[config.mk]
export PLATFORM = sky130hd
export DESIGN_NAME = icg_idle_ctrl_flat
export DESIGN_NICKNAME = d
export VERILOG_FILES = /design/src/rtl/icg_idle_ctrl_if.sv /design/src/rtl/icg_idle_ctrl.sv /design/src/flat_wrapper.sv
export SDC_FILE = /design/constraint.sdc
export NUM_CORES = 1
export LEC_CHECK = 0
export ABC_AREA = 0
export BUFFER_PORTS_ARGS = -buffer_cell sky130_fd_sc_hd__buf_2
export CELL_PAD_IN_SITES_DETAIL_PLACEMENT = 1
export CELL_PAD_IN_SITES_GLOBAL_PLACEMENT = 2
export CORE_AREA = 2 2 96 98
export DETAILED_ROUTE_END_ITERATION = 6
export DIE_AREA = 0 0 98 100
export PLACE_DENSITY = 0.86
export SYNTH_ARGS = -nofsm -noshare
export SYNTH_HDL_FRONTEND = slang
export SYNTH_SLANG_ARGS = --single-unit
[constraint.sdc]
create_clock -name CLK -period 3.5 [get_ports CLK]
set_clock_uncertainty 0.15 [all_clocks]
set_input_delay 0.525 -clock CLK [delete_from_list [all_inputs] [get_ports CLK]]
set_output_delay 0.525 -clock CLK [all_outputs]
set_load 0.1 [all_outputs]
[src/rtl/icg_idle_ctrl_if.sv]
// -----------------------------------------------------------------------------
// icg_idle_ctrl_if
// Bundles the per-channel request, threshold and status signals of the
// idle-based clock-gating controller.
//   E         : per-channel functional enable / activity request
//   FORCE_ON  : per-channel software override, same effect as E
//   IDLE_TH   : shared idle threshold in cycles (0 = gate immediately)
//   Q         : gated clocks
//   GATED     : registered per-channel "clock stopped" status
//   ALL_GATED : registered AND of all GATED bits
// master drives requests and observes status; slave is the controller.
// -----------------------------------------------------------------------------
interface icg_idle_ctrl_if #(
    parameter int N_CH   = 4,
    parameter int IDLE_W = 8
);
    logic [N_CH-1:0]   E;
    logic [N_CH-1:0]   FORCE_ON;
    logic [IDLE_W-1:0] IDLE_TH;
    logic [N_CH-1:0]   Q;
    logic [N_CH-1:0]   GATED;
    logic              ALL_GATED;

    modport master (
        output E, FORCE_ON, IDLE_TH,
        input  Q, GATED, ALL_GATED
    );

    modport slave (
        input  E, FORCE_ON, IDLE_TH,
        output Q, GATED, ALL_GATED
    );
endinterface

[src/rtl/icg_idle_ctrl.sv]
// -----------------------------------------------------------------------------
// icg_idle_ctrl
// Multi-channel clock-gating controller with hysteretic idle gating. Each
// channel's clock stops only after its request has been low for IDLE_TH
// cycles; TE forces every gated clock on for scan without touching the FSMs.
// Ports:
//   CLK : free-running source clock, all state updates on its rising edge
//   RST : synchronous active-high reset (all channels RUN, clocks running)
//   TE  : test enable, combinational into the latch path only
//   bus : icg_idle_ctrl_if slave (E, FORCE_ON, IDLE_TH in; Q, GATED,
//         ALL_GATED out)
// -----------------------------------------------------------------------------
module icg_idle_ctrl #(
    parameter int N_CH   = 4,
    parameter int IDLE_W = 8
) (
    input  logic            CLK,
    input  logic            RST,
    input  logic            TE,
    icg_idle_ctrl_if.slave  bus
);

    typedef enum logic [1:0] {
        ST_RUN   = 2'd0,
        ST_IDLE  = 2'd1,
        ST_GATED = 2'd2
    } state_e;

    localparam logic [IDLE_W-1:0] CNT_MAX = '1;

    state_e            state_q [N_CH];
    state_e            state_d [N_CH];
    logic [IDLE_W-1:0] cnt_q   [N_CH];
    logic [IDLE_W-1:0] cnt_d   [N_CH];
    logic [N_CH-1:0]   enr_q, enr_d;
    logic [N_CH-1:0]   gated_q, gated_d;
    logic              all_gated_q;
    logic [N_CH-1:0]   req;
    logic [N_CH-1:0]   iq;

    assign req = bus.E | bus.FORCE_ON;

    // Next-state logic for every channel. The threshold is compared live, so
    // a change of IDLE_TH mid-countdown takes effect at the very next edge.
    always_comb begin
        for (int i = 0; i < N_CH; i++) begin
            // NOTE: every output gets a default first so no path leaves it
            // unassigned; otherwise synthesis infers an unintended latch.
            state_d[i] = state_q[i];
            cnt_d[i]   = cnt_q[i];
            enr_d[i]   = 1'b1;
            unique case (state_q[i])
                ST_RUN: begin
                    if (req[i]) begin
                        cnt_d[i] = '0;
                    end else if (bus.IDLE_TH == '0) begin
                        state_d[i] = ST_GATED;
                        enr_d[i]   = 1'b0;
                    end else begin
                        // The first low sample already counts as one idle cycle.
                        state_d[i] = ST_IDLE;
                        cnt_d[i]   = IDLE_W'(1);
                    end
                end
                ST_IDLE: begin
                    if (req[i]) begin
                        state_d[i] = ST_RUN;
                        cnt_d[i]   = '0;
                    end else if (cnt_q[i] >= bus.IDLE_TH) begin
                        state_d[i] = ST_GATED;
                        enr_d[i]   = 1'b0;
                    end else if (cnt_q[i] != CNT_MAX) begin
                        cnt_d[i] = cnt_q[i] + 1'b1;
                    end
                end
                ST_GATED: begin
                    if (req[i]) begin
                        state_d[i] = ST_RUN;
                        cnt_d[i]   = '0;
                    end else begin
                        enr_d[i] = 1'b0;
                    end
                end
                default: begin
                    state_d[i] = ST_RUN;
                    cnt_d[i]   = '0;
                end
            endcase
            gated_d[i] = (state_d[i] == ST_GATED);
        end
    end

    // NOTE: sequential state uses non-blocking assignments so every register
    // samples pre-edge values regardless of evaluation order.
    always_ff @(posedge CLK) begin
        if (RST) begin
            for (int i = 0; i < N_CH; i++) begin
                state_q[i] <= ST_RUN;
                cnt_q[i]   <= '0;
            end
            enr_q       <= '1;
            gated_q     <= '0;
            all_gated_q <= 1'b0;
        end else begin
            for (int i = 0; i < N_CH; i++) begin
                state_q[i] <= state_d[i];
                cnt_q[i]   <= cnt_d[i];
            end
            enr_q       <= enr_d;
            gated_q     <= gated_d;
            all_gated_q <= &gated_d;
        end
    end

    // NOTE: this latch is intentional. It is transparent only while CLK is
    // low and holds through the high phase, so an ENR or TE change can never
    // start or cut a pulse on Q mid-phase.
    always_latch begin
        if (!CLK) begin
            iq = enr_q | {N_CH{TE}};
        end
    end

    assign bus.Q         = {N_CH{CLK}} & iq;
    assign bus.GATED     = gated_q;
    assign bus.ALL_GATED = all_gated_q;

endmodule

[src/flat_wrapper.sv]
// flat-port wrapper written by rule: the top's interface ports become plain ports
module icg_idle_ctrl_flat 
#(
    parameter int N_CH   = 4,
    parameter int IDLE_W = 8
)
  (CLK, RST, TE, bus_E, bus_FORCE_ON, bus_IDLE_TH, bus_Q, bus_GATED, bus_ALL_GATED);
  icg_idle_ctrl_if #(.N_CH(N_CH), .IDLE_W(IDLE_W)) bus_i ();
  input  logic CLK;
  input  logic RST;
  input  logic TE;
  input wire logic [$bits(bus_i.E)-1:0] bus_E;
  input wire logic [$bits(bus_i.FORCE_ON)-1:0] bus_FORCE_ON;
  input wire logic [$bits(bus_i.IDLE_TH)-1:0] bus_IDLE_TH;
  output wire logic [$bits(bus_i.Q)-1:0] bus_Q;
  output wire logic [$bits(bus_i.GATED)-1:0] bus_GATED;
  output wire logic [$bits(bus_i.ALL_GATED)-1:0] bus_ALL_GATED;
  assign bus_i.E = bus_E;
  assign bus_i.FORCE_ON = bus_FORCE_ON;
  assign bus_i.IDLE_TH = bus_IDLE_TH;
  assign bus_Q = bus_i.Q;
  assign bus_GATED = bus_i.GATED;
  assign bus_ALL_GATED = bus_i.ALL_GATED;
  icg_idle_ctrl #(.N_CH(N_CH), .IDLE_W(IDLE_W)) u_core (.CLK(CLK), .RST(RST), .TE(TE), .bus(bus_i));
endmodule
==> impl_metrics.env <==
export IMPL_status="finished with violations"
export IMPL_violations="setup timing"
export IMPL_critical_path_slowest_cell="dlxtn_2"
export IMPL_ir_drop_v=0.0003994
export IMPL_final_cell_area_sq_mm=0.003827
export IMPL_worst_pin_slew_ps=826.2
export IMPL_finalSetupTns_ps=-240.7
export IMPL_synth_top_area_cell="dfxtp_1"
export IMPL_drtPass1Iterations=4
export IMPL_slew_headroom_pct=44.05
export IMPL_wl_per_cell_um=16.76
export IMPL_ff2ff_setup_slack_ps=750
export IMPL_vias_per_cell=5.734
export IMPL_cap_viol_max_count=0
export IMPL_syn_nets=463
export IMPL_yosysMostFrequentCell="dfxtp_1"
export IMPL_grt_overflow=0
export IMPL_rows=35
export IMPL_area_growth_pct=14.83
export IMPL_antennaDiodeCount=0
export IMPL_post_place_cells=540
export IMPL_dpl_cell_area_sq_mm=0.003603
export IMPL_cts_tree="built"
export IMPL_utilization_pct=43.05
export IMPL_start_kind="latch"
export IMPL_synth_commonest_cells="dfxtp_1 (49), ha_1 (36), nand2_1 (33)"
export IMPL_rsz0062_at_grt="yes"
export IMPL_hp_class="in -> reg"
export IMPL_holdPathStages=3
export IMPL_worstPathRequired_ps=2820
export IMPL_yosysWarnings=0
export IMPL_crit_path_end_kind="primary output"
export IMPL_hold_ws_ps=277.8
export IMPL_slowest_delay_ps=410
export IMPL_grt_pass1_wl_um=15580
export IMPL_clkLatencyLatePin_ps=430
export IMPL_antenna_found_initial=0
export IMPL_drc=0
export IMPL_boundaryPins=28
export IMPL_cp_startpoint="u_core.iq[2]"
export IMPL_syn_area_per_cell_sq_um=8.170
export IMPL_syn_area_sq_mm=0.003333
export IMPL_fin_nets=495
export IMPL_setup_ws_ps=-66.27
export IMPL_path_cells="and2_4 -> buf_12"
export IMPL_ys_ff_latch=53
export IMPL_ys_flop_type="dfxtp_1"
export IMPL_postCtsHoldBufs=0
export IMPL_yosys_area_top_type_share_pct=29.43
export IMPL_wl_um=9266
export IMPL_globalplace_congestion=0.8628
export IMPL_crit_fanout=1
export IMPL_drtIter0Drc=62
export IMPL_grt_pass1_vias=3322
export IMPL_cellPowerDensity_mw_per_mm2=489.2
export IMPL_min_to="u_core.state_q[3][0]"
export IMPL_die_h_um=100
export IMPL_setup_violations_final=8
export IMPL_grt_max_degree=20
export IMPL_grt_usage_pct=19.62
export IMPL_leakage_nw=1.508
export IMPL_vias=3171
export IMPL_layoutNonFillerInstCount=553
export IMPL_cp_num_buf_inv=1
export IMPL_synth_edf_count=0
export IMPL_hold_viol=0
export IMPL_min_from="bus_E[3]"
export IMPL_die_area_sq_mm=0.009800
export IMPL_path_delay_family="latches"
export IMPL_clk_pin_slew_ps=120
export IMPL_portBuffers=27
export IMPL_drive_gt1_share_pct=16.06
export IMPL_path_class="latch -> out"
export IMPL_synthArstFlopShare_pct=0
export IMPL_netlist_top_cells_area="dfxtp_1 (29%), ha_1 (14%), a21oi_1 (4.1%)"
export IMPL_worst_r2r_endpoint="u_core.cnt_q[0][4]"
export IMPL_r2r_start="u_core.cnt_q[0][0]"
export IMPL_start_util_pct=37.49
export IMPL_dp_slack_ps=160.1
export IMPL_ant_nets=0
export IMPL_core_sq_mm=0.008890
export IMPL_finalMaxSlewViolations=0
export IMPL_power_total_mw=1.872
export IMPL_dp_hpwl_um=7207
export IMPL_syn_inst=408
export IMPL_die_x_um=98
export IMPL_ys_types=63
export IMPL_arrival_ps=2890
export IMPL_reg2reg_depth=8
## report_power, final
group          switching (mW)  leakage, nW  total (mW)  internal, mW
Combinational          0.0569        0.942      0.0911        0.0342
Clock                   0.683        0.137        1.18         0.498
Sequential            0.00716        0.429       0.600         0.593
## area by class of cell
type	instances	area (sq um)
Clock inverter	3	28.78
Timing Repair Buffer	28	152.6
Tap cell	111	138.9
Inverter	23	86.33
Fill cell	1079	5062
Clock buffer	14	207.7
Multi-Input combinational cell	321	2170
Sequential cell	53	1044
## registers in the layout, summed over array words and instances, names as in the netlist
name	flops
u_core.bus.ALL_GATED	1
u_core.state_q	8
u_core.enr_q	4
u_core.bus.GATED	4
u_core.iq	4
u_core.cnt_q	32
## cell usage in the layout, fill, tap and decap left out, types with 6 or more instances in the layout
cell type,n
a211oi_1,9
a21oi_1,27
a31oi_1,7
and2_1,6
and3_1,9
buf_2,23
clkbuf_8,9
dfxtp_1,49
ha_1,36
inv_1,22
nand2_1,33
nand3_1,21
nand4_1,14
nor2_1,31
nor3_1,7
o21ai_0,19
or2_2,10
or3_1,11
## layer usage
layer	routed length, um	track usage, %	share of wire (%)	up-vias
met5	0	0	0	-
met4	167	7.479	1.8	0
met3	263	4.387	2.8	15
met2	4410	32.82	48	40
met1	4425	24.78	48	1527
li1	-	-	-	1589
## worst max path at each step
stage | to | cells after the start
6_report | bus_Q[2] | 2
5_1_grt | bus_Q[2] | 2
4_1_cts | bus_Q[2] | 2
3_5_place_dp | bus_Q[3] | 2
3_3_place_gp | bus_Q[0] | 2
2_1_floorplan | bus_Q[0] | 1
## tightest hold or removal path, cell delays in order
cell       delay, ps
buf_2             90
or3_1            130
a2111oi_0         70
## cell families (layout without fill, tap and decap cells)
logic type / count (synthesis) / after routing / share of synthesized area, %
simple gates: 166 / 166 / 26.05
compound gates: 113 / 113 / 23.57
flops: 49 / 49 / 29.43
fa+ha+maj: 36 / 36 / 13.51
buf+inv: 34 / 68 / 3.979
xor+xnor: 4 / 4 / 1.051
latches: 4 / 4 / 1.802
mux: 2 / 2 / 0.6006
## timing repair
action,in CTS,in global routing
gates resized for setup,22,0
pin swaps,3,0
setup endpoints to repair,8,8
setup buffers,0,0
No activity file was read; power rests on OpenSTA's default activity.
